--- src/rtl/du_sequencer_if.sv ---
// du_sequencer_if: byte link, transmit handshake and pipeline debug-port
// signals between the debug-unit sequencer and its surroundings.
// master: the sequencer side. slave: the link wrappers / pipeline side.
interface du_sequencer_if;
  logic [7:0]  i_rx_data;
  logic        i_rx_valid;
  logic [7:0]  o_tx_data;
  logic        o_tx_valid;
  logic        i_tx_ready;
  logic [31:0] o_du_data;
  logic [31:0] o_du_inst_addr_wr;
  logic        o_du_write_en;
  logic        o_du_read_en;
  logic [31:0] o_du_reg_addr;
  logic [31:0] o_du_mem_addr;
  logic        i_du_halt;
  logic [31:0] i_du_regs_mem_data;
  logic [31:0] i_du_mem_data;

  modport master (
    input  i_rx_data, i_rx_valid, i_tx_ready, i_du_halt,
           i_du_regs_mem_data, i_du_mem_data,
    output o_tx_data, o_tx_valid, o_du_data, o_du_inst_addr_wr,
           o_du_write_en, o_du_read_en, o_du_reg_addr, o_du_mem_addr
  );

  modport slave (
    output i_rx_data, i_rx_valid, i_tx_ready, i_du_halt,
           i_du_regs_mem_data, i_du_mem_data,
    input  o_tx_data, o_tx_valid, o_du_data, o_du_inst_addr_wr,
           o_du_write_en, o_du_read_en, o_du_reg_addr, o_du_mem_addr
  );
endinterface

--- src/rtl/du_sequencer.sv ---
// du_sequencer: debug-unit command sequencer. Decodes LOAD/RUN/STEP/DUMP
// command bytes from a byte link, writes program words into instruction
// memory, advances the pipeline, and streams registers and data memory back.
// Optional macro DU_CYCLE_COUNT_EN: counts pipeline-advance cycles and sends
// the count as a 4-byte prefix to every DUMP.
module du_sequencer #(
  parameter int REG_COUNT      = 32,
  parameter int MEM_DUMP_WORDS = 32
) (
  input logic             i_clk,
  input logic             i_reset,
  du_sequencer_if.master  du_if
);
  localparam int MAXN  = (REG_COUNT > MEM_DUMP_WORDS) ? REG_COUNT : MEM_DUMP_WORDS;
  localparam int IDX_W = (MAXN > 1) ? $clog2(MAXN) : 1;

  localparam logic [7:0] CMD_LOAD = 8'h01;
  localparam logic [7:0] CMD_RUN  = 8'h02;
  localparam logic [7:0] CMD_STEP = 8'h03;
  localparam logic [7:0] CMD_DUMP = 8'h04;
  localparam logic [7:0] RSP_ACK  = 8'h06;
  localparam logic [7:0] RSP_NAK  = 8'h15;
  localparam logic [7:0] RSP_HALT = 8'h48;
  localparam logic [7:0] RSP_STEP = 8'h53;

  typedef enum logic [3:0] {
    IDLE, LD_CNT, LD_BYTE, LD_WR, RUN, STEP, RD_ADDR, RD_CAP, TX_WORD, TX_BYTE
  } state_t;

  state_t           state_q;
  logic [7:0]       tx_data_q;
  logic             tx_valid_q;
  logic [31:0]      du_data_q;
  logic [31:0]      inst_addr_q;
  logic             write_en_q;
  logic [31:0]      reg_addr_q;
  logic [31:0]      mem_addr_q;
  logic [31:0]      word_q;
  logic [1:0]       byte_cnt_q;
  logic [7:0]       n_q;
  logic [7:0]       k_q;
  logic [IDX_W-1:0] idx_q;
  logic [IDX_W-1:0] idx_d;
  logic             mem_ph_q;
  logic             dump_q;
  logic             tx_done;
  logic             read_en;
`ifdef DU_CYCLE_COUNT_EN
  logic [31:0]      cyc_cnt_q;
  logic             cnt_ph_q;
`endif

  // Advance enable is gated combinationally by halt so the halting cycle never advances.
  always_comb begin
    idx_d   = idx_q + IDX_W'(1);
    read_en = ((state_q == RUN) || (state_q == STEP)) && !du_if.i_du_halt;
    tx_done = tx_valid_q && du_if.i_tx_ready;
  end

  assign du_if.o_tx_data         = tx_data_q;
  assign du_if.o_tx_valid        = tx_valid_q;
  assign du_if.o_du_data         = du_data_q;
  assign du_if.o_du_inst_addr_wr = inst_addr_q;
  assign du_if.o_du_write_en     = write_en_q;
  assign du_if.o_du_read_en      = read_en;
  assign du_if.o_du_reg_addr     = reg_addr_q;
  assign du_if.o_du_mem_addr     = mem_addr_q;

  // Command FSM with registered outputs; write strobe defaults low each cycle.
  always_ff @(posedge i_clk) begin
    if (i_reset) begin
      state_q     <= IDLE;
      tx_data_q   <= '0;
      tx_valid_q  <= 1'b0;
      du_data_q   <= '0;
      inst_addr_q <= '0;
      write_en_q  <= 1'b0;
      reg_addr_q  <= '0;
      mem_addr_q  <= '0;
      word_q      <= '0;
      byte_cnt_q  <= '0;
      n_q         <= '0;
      k_q         <= '0;
      idx_q       <= '0;
      mem_ph_q    <= 1'b0;
      dump_q      <= 1'b0;
`ifdef DU_CYCLE_COUNT_EN
      cnt_ph_q    <= 1'b0;
`endif
    end else begin
      write_en_q <= 1'b0;
      case (state_q)
        IDLE: if (du_if.i_rx_valid) begin
          case (du_if.i_rx_data)
            CMD_LOAD: state_q <= LD_CNT;
            CMD_RUN:  state_q <= RUN;
            CMD_STEP: state_q <= STEP;
            CMD_DUMP: begin
              dump_q   <= 1'b1;
              mem_ph_q <= 1'b0;
              idx_q    <= '0;
`ifdef DU_CYCLE_COUNT_EN
              word_q   <= cyc_cnt_q;
              cnt_ph_q <= 1'b1;
              state_q  <= TX_WORD;
`else
              reg_addr_q <= '0;
              state_q    <= RD_ADDR;
`endif
            end
            default: begin
              tx_data_q  <= RSP_NAK;
              tx_valid_q <= 1'b1;
              state_q    <= TX_BYTE;
            end
          endcase
        end
        LD_CNT: if (du_if.i_rx_valid) begin
          n_q        <= du_if.i_rx_data;
          k_q        <= '0;
          byte_cnt_q <= '0;
          if (du_if.i_rx_data == 8'd0) begin
            tx_data_q  <= RSP_ACK;
            tx_valid_q <= 1'b1;
            state_q    <= TX_BYTE;
          end else begin
            state_q <= LD_BYTE;
          end
        end
        LD_BYTE: if (du_if.i_rx_valid) begin
          du_data_q <= {du_data_q[23:0], du_if.i_rx_data};
          if (byte_cnt_q == 2'd3) begin
            byte_cnt_q  <= '0;
            write_en_q  <= 1'b1;
            inst_addr_q <= {22'd0, k_q, 2'b00};
            state_q     <= LD_WR;
          end else begin
            byte_cnt_q <= byte_cnt_q + 2'd1;
          end
        end
        LD_WR: begin
          if (k_q == n_q - 8'd1) begin
            tx_data_q  <= RSP_ACK;
            tx_valid_q <= 1'b1;
            state_q    <= TX_BYTE;
          end else begin
            k_q     <= k_q + 8'd1;
            state_q <= LD_BYTE;
          end
        end
        RUN: if (du_if.i_du_halt) begin
          tx_data_q  <= RSP_HALT;
          tx_valid_q <= 1'b1;
          state_q    <= TX_BYTE;
        end
        STEP: begin
          tx_data_q  <= du_if.i_du_halt ? RSP_HALT : RSP_STEP;
          tx_valid_q <= 1'b1;
          state_q    <= TX_BYTE;
        end
        RD_ADDR: state_q <= RD_CAP;
        RD_CAP: begin
          word_q  <= mem_ph_q ? du_if.i_du_mem_data : du_if.i_du_regs_mem_data;
          state_q <= TX_WORD;
        end
        TX_WORD: begin
          tx_data_q  <= word_q[31:24];
          word_q     <= {word_q[23:0], 8'h00};
          byte_cnt_q <= '0;
          tx_valid_q <= 1'b1;
          state_q    <= TX_BYTE;
        end
        TX_BYTE: if (tx_done) begin
          if (dump_q && byte_cnt_q != 2'd3) begin
            tx_data_q  <= word_q[31:24];
            word_q     <= {word_q[23:0], 8'h00};
            byte_cnt_q <= byte_cnt_q + 2'd1;
          end else begin
            tx_valid_q <= 1'b0;
            if (!dump_q) begin
              state_q <= IDLE;
            end else
`ifdef DU_CYCLE_COUNT_EN
            if (cnt_ph_q) begin
              cnt_ph_q   <= 1'b0;
              reg_addr_q <= '0;
              state_q    <= RD_ADDR;
            end else
`endif
            if (!mem_ph_q) begin
              if (idx_q == IDX_W'(REG_COUNT - 1)) begin
                mem_ph_q   <= 1'b1;
                idx_q      <= '0;
                mem_addr_q <= '0;
              end else begin
                idx_q      <= idx_d;
                reg_addr_q <= 32'(idx_d);
              end
              state_q <= RD_ADDR;
            end else if (idx_q == IDX_W'(MEM_DUMP_WORDS - 1)) begin
              dump_q  <= 1'b0;
              state_q <= IDLE;
            end else begin
              idx_q      <= idx_d;
              mem_addr_q <= 32'(idx_d) << 2;
              state_q    <= RD_ADDR;
            end
          end
        end
        default: state_q <= IDLE;
      endcase
    end
  end

`ifdef DU_CYCLE_COUNT_EN
  // Saturating count of pipeline-advance cycles, restarted by each LOAD command.
  always_ff @(posedge i_clk) begin
    if (i_reset) begin
      cyc_cnt_q <= '0;
    end else if (state_q == IDLE && du_if.i_rx_valid && du_if.i_rx_data == CMD_LOAD) begin
      cyc_cnt_q <= '0;
    end else if (read_en && cyc_cnt_q != 32'hFFFF_FFFF) begin
      cyc_cnt_q <= cyc_cnt_q + 32'd1;
    end
  end
`endif
endmodule

--- src/flat_wrapper.sv ---
// flat-port wrapper written by rule: the top's interface ports become plain ports
module du_sequencer_flat 
#(
  parameter int REG_COUNT      = 32,
  parameter int MEM_DUMP_WORDS = 32
)
  (i_clk, i_reset, du_if_i_rx_data, du_if_i_rx_valid, du_if_i_tx_ready, du_if_i_du_halt, du_if_i_du_regs_mem_data, du_if_i_du_mem_data, du_if_o_tx_data, du_if_o_tx_valid, du_if_o_du_data, du_if_o_du_inst_addr_wr, du_if_o_du_write_en, du_if_o_du_read_en, du_if_o_du_reg_addr, du_if_o_du_mem_addr);
  du_sequencer_if du_if_i ();
  input logic i_clk;
  input logic i_reset;
  input wire logic [$bits(du_if_i.i_rx_data)-1:0] du_if_i_rx_data;
  input wire logic [$bits(du_if_i.i_rx_valid)-1:0] du_if_i_rx_valid;
  input wire logic [$bits(du_if_i.i_tx_ready)-1:0] du_if_i_tx_ready;
  input wire logic [$bits(du_if_i.i_du_halt)-1:0] du_if_i_du_halt;
  input wire logic [$bits(du_if_i.i_du_regs_mem_data)-1:0] du_if_i_du_regs_mem_data;
  input wire logic [$bits(du_if_i.i_du_mem_data)-1:0] du_if_i_du_mem_data;
  output wire logic [$bits(du_if_i.o_tx_data)-1:0] du_if_o_tx_data;
  output wire logic [$bits(du_if_i.o_tx_valid)-1:0] du_if_o_tx_valid;
  output wire logic [$bits(du_if_i.o_du_data)-1:0] du_if_o_du_data;
  output wire logic [$bits(du_if_i.o_du_inst_addr_wr)-1:0] du_if_o_du_inst_addr_wr;
  output wire logic [$bits(du_if_i.o_du_write_en)-1:0] du_if_o_du_write_en;
  output wire logic [$bits(du_if_i.o_du_read_en)-1:0] du_if_o_du_read_en;
  output wire logic [$bits(du_if_i.o_du_reg_addr)-1:0] du_if_o_du_reg_addr;
  output wire logic [$bits(du_if_i.o_du_mem_addr)-1:0] du_if_o_du_mem_addr;
  assign du_if_i.i_rx_data = du_if_i_rx_data;
  assign du_if_i.i_rx_valid = du_if_i_rx_valid;
  assign du_if_i.i_tx_ready = du_if_i_tx_ready;
  assign du_if_i.i_du_halt = du_if_i_du_halt;
  assign du_if_i.i_du_regs_mem_data = du_if_i_du_regs_mem_data;
  assign du_if_i.i_du_mem_data = du_if_i_du_mem_data;
  assign du_if_o_tx_data = du_if_i.o_tx_data;
  assign du_if_o_tx_valid = du_if_i.o_tx_valid;
  assign du_if_o_du_data = du_if_i.o_du_data;
  assign du_if_o_du_inst_addr_wr = du_if_i.o_du_inst_addr_wr;
  assign du_if_o_du_write_en = du_if_i.o_du_write_en;
  assign du_if_o_du_read_en = du_if_i.o_du_read_en;
  assign du_if_o_du_reg_addr = du_if_i.o_du_reg_addr;
  assign du_if_o_du_mem_addr = du_if_i.o_du_mem_addr;
  du_sequencer #(.REG_COUNT(REG_COUNT), .MEM_DUMP_WORDS(MEM_DUMP_WORDS)) u_core (.i_clk(i_clk), .i_reset(i_reset), .du_if(du_if_i));
endmodule
--- config.mk ---
export PLATFORM = sky130hd
export DESIGN_NAME = du_sequencer_flat
export DESIGN_NICKNAME = d
export VERILOG_FILES = /design/src/rtl/du_sequencer_if.sv /design/src/rtl/du_sequencer.sv /design/src/flat_wrapper.sv
export SDC_FILE = /design/constraint.sdc
export NUM_CORES = 1
export LEC_CHECK = 0
export BUFFER_PORTS_ARGS = -buffer_cell sky130_fd_sc_hd__buf_2
export CAP_MARGIN = 15
export CORE_ASPECT_RATIO = 0.6
export CORE_MARGIN = 4
export CORE_UTILIZATION = 40
export CTS_BUF_LIST = sky130_fd_sc_hd__clkbuf_16
export DETAILED_ROUTE_END_ITERATION = 8
export PLACE_DENSITY_LB_ADDON = 0.12
export SYNTH_ARGS = -nofsm -noshare
export SYNTH_HDL_FRONTEND = slang
export SYNTH_SLANG_ARGS = --single-unit
--- constraint.sdc ---
create_clock -name i_clk -period 2.9 [get_ports i_clk]
set_input_delay 0.725 -clock i_clk [delete_from_list [all_inputs] [get_ports i_clk]]
set_output_delay 0.725 -clock i_clk [all_outputs]
set_load 0.1 [all_outputs]
==> flow_summary_export.csv <==
group,metric,value,unit
yosys,synth_cell_type_count,66,
clock_network,clock_latency,410,ps
clock_network,postCtsSetupRepairBufs,0,
timing,clock_skew,12.9,ps
finish,fin_cells,1158,
power_and_ir_drop,power.share.switching,0.389,
timing,maxSlewViolCount,0,
grt,antenna_found_initial,1,
timing,clock.fmax,371,MHz
grt,grt_util_all_layers,0.183,
detailed_routing,drt-total-wl,17.0,mm
finish,mostFrequentLayoutCells,"buf_2, dfxtp_1, nor2_1, nand2_1, a21oi_1",
clock_network,cts_buffer_depth,2,
yosys,synth-seq-area-share,0.373,
setup_path,cp-end-kind,"primary output",
finish,drive_gt1_frac,0.224,
clock_network,path_clk_slew,50,ps
placed_design,placed_area,7170,µm²
power_and_ir_drop,seqPwrFrac,0.314,
hold_path,min_path_type,"flip-flop to flip-flop",
yosys,avgSynthCellArea,7.99,µm²
clock_network,cts-root-buf,"clkbuf_16",
floorplanning,start_util,0.415,
finish,final_common_cell,"buf_2",
grt,grt_overflow,0,
floorplanning,die_y,107,µm
finish,area_growth,19.9,%
yosys,syn_area,6490,µm²
floorplanning,io_pins,216,
placed_design,dp_hpwl,12.5,mm
setup_path,worst-r2r-setup-slack,440,ps
run,drv_cap,0,
placed_design,portBuffers,137,
outcome,status,"completed",
floorplanning,coreArea,15600,µm²
timing,relSlewSlack,0.554,
floorplanning,std_cell_rows,35,
yosys,synth_warnings,0,
detailed_routing,routed_via_density,4.85,
clock_network,ctsHoldBuffers,0,
clock_network,cts_buffers,17,
setup_path,arrival,1970,ps
setup_path,start_kind,"flip-flop",
setup_path,critPathMaxFanout,14,
timing,fin_crit_sh,0.929,
clock_network,cts_sinks,121,
grt,grt_pass1_wl,27.1,mm
detailed_routing,drt_pass1_iterations,5,
detailed_routing,post-route-drc-count,0,
setup_path,required,2170,ps
detailed_routing,wl_per_cell,14.7,µm
power_and_ir_drop,p_per_area,820,nW/µm²
setup_path,criticalPathCategory,"flip-flop to primary output",
floorplanning,die_area,18400,µm²
finish,fin_nets,1024,
clock_network,cts_htree_levels,4,
timing,tns,0,ps
detailed_routing,num_vias,5618,
timing,tightest_slew,669,ps
finish,fin_area,7780,µm²
timing,timing.hold.ws,451,ps
power_and_ir_drop,combPwrFrac,0.345,
yosys,ys_ff_latch,121,
timing,hold_viol,0,
clock_network,cts_repair_resize_count,0,
clock_network,cts_tree,"built",
yosys,synth-edff-count,0,
timing,rsz0062_at_grt,"false",
placed_design,routabilityCongestion,0.822,
power_and_ir_drop,max-vdd-ir-drop,0.000369,V
grt,grt_max_degree,62,
detailed_routing,antenna_left,0,
power_and_ir_drop,p_clk_frac,0.341,
finish,n_antenna_cell,0,
timing,setup_viol,0,
placed_design,dpl.cell_count,1126,
yosys,synthesis.instances,812,
timing,period_needed,2690,ps
detailed_routing,drt_iter0_drc,447,
yosys,synthFlopType,"dfxtp_1",
power_and_ir_drop,p_switching,2480,µW
power_and_ir_drop,p_leak,0.00334,µW
grt,grt_pass1_vias,5173,
power_and_ir_drop,p_int,3900,µW
yosys,async_flop_share,0,
floorplanning,die_x,172,µm
-- logic make-up after synthesis --
group	share of synthesized area
adders and majority gates	0.00964
AOI/OAI and AO/OA	0.164
xor gates and xnor gates	0.0148
muxes	0.0978
DFF	0.373
buffers and inverters	0.130
other	0.000578
and+or+nand+nor	0.210
-- through the flow --
stage                     worst slack [ps]   util  total power, µW
after detailed placement              82.2  0.459             4220
after global routing                   123  0.498             6730
final                                  207  0.498             6380
after CTS                              210  0.498             6430
after floorplan                        419      -             3800
after global placement                 101  0.459             4210
-- per-layer routing --
layer  vias up  routed length, µm  track usage
met5         -                  7            0
met4         2                 92       0.0353
met3        10               1060       0.0567
met2       169               6720        0.241
met1      2518               9120        0.287
li1       2919                  -            -
-- power by group through the flow --
stage | clock [µW] | sequential [µW] | combinational, µW
CTS | 2240 | 2000 | 2190
global route | 2320 | 2030 | 2380
global placement | 0 | 2030 | 2180
floorplan | 0 | 2200 | 1600
detailed placement | 0 | 2030 | 2180
finish | 2180 | 2000 | 2200
-- critical path, cell delays in order (launching register included) --
cell and delay, ps:
dfxtp_1 450, nand2b_1 240, or2_2 330, nor2_2 90, buf_2 440
-- flip-flops by register name, summed over array words and instances (netlist names) --
signal and count:
u_core.n_q 8, u_core.du_if.o_tx_valid 1, u_core.word_q 32, u_core.mem_ph_q 1
u_core.state_q 4, u_core.du_if.o_du_write_en 1, u_core.byte_cnt_q 2, u_core.du_if.o_du_inst_addr_wr 8
u_core.du_if.o_du_reg_addr 5, u_core.dump_q 1, u_core.du_if.o_tx_data 8, u_core.du_if.o_du_data 32
u_core.idx_q 5, u_core.du_if.o_du_mem_addr 5, u_core.k_q 8
-- worst paths after layout --
path | depth (start not counted) | end | from
max | 4 | du_if_o_du_read_en | u_core.state_q[3]$_SDFFE_PP0P_
min reg2reg | 2 | u_core.du_if.o_du_data[28]$_SDFFE_PP0P_ | u_core.du_if.o_du_data[28]$_SDFFE_PP0P_
max reg2reg | 6 | u_core.du_if.o_du_reg_addr[4]$_SDFFE_PP0P_ | u_core.state_q[0]$_SDFFE_PP0P_
min | 2 | u_core.du_if.o_du_data[28]$_SDFFE_PP0P_ | u_core.du_if.o_du_data[28]$_SDFFE_PP0P_
-- synth_stat cells, types with 2 or more instances --
| cell type | n | share of area |
|---|---|---|
| ha_1 | 5 | 0.0096 |
| a21oi_1 | 91 | 0.070 |
| nor3_1 | 18 | 0.014 |
| mux2_2 | 3 | 0.0052 |
| nand2_1 | 94 | 0.054 |
| nand3b_1 | 4 | 0.0046 |
| a221oi_1 | 2 | 0.0027 |
| nand2b_1 | 14 | 0.013 |
| mux2i_1 | 60 | 0.093 |
| buf_4 | 78 | 0.090 |
| and3_1 | 2 | 0.0019 |
| a211oi_1 | 25 | 0.029 |
| nor2b_1 | 7 | 0.0067 |
| clkbuf_1 | 46 | 0.027 |
| inv_1 | 11 | 0.0064 |
| dfxtp_1 | 121 | 0.37 |
| a22oi_1 | 2 | 0.0023 |
| buf_1 | 5 | 0.0029 |
| buf_2 | 2 | 0.0015 |
| a32o_1 | 2 | 0.0031 |
| xor2_1 | 3 | 0.0041 |
| nand4_1 | 3 | 0.0029 |
| o22a_1 | 2 | 0.0027 |
| nor4_4 | 2 | 0.0066 |
| nor2_1 | 106 | 0.061 |
| nand3_1 | 17 | 0.013 |
| o22ai_1 | 2 | 0.0019 |
| xnor2_1 | 8 | 0.011 |
| or3_1 | 7 | 0.0067 |
| or2_2 | 3 | 0.0029 |
| or4_1 | 5 | 0.0058 |
| a31oi_1 | 6 | 0.0058 |
| nor4_1 | 3 | 0.0029 |
| or4_4 | 2 | 0.0035 |
| o31ai_1 | 5 | 0.0058 |
| o21ai_0 | 16 | 0.012 |
-- final cells by class --
cell class                      instances  area, µm²
Sequential cell                       121       2420
Tap cell                              203        254
Clock buffer                           17        425
Timing Repair Buffer                  166        918
Inverter                               12       45.0
Clock inverter                         15        185
Multi-Input combinational cell        624       3530
Fill cell                            1553       7850
Note: power is estimated with default switching activity, not from simulation.
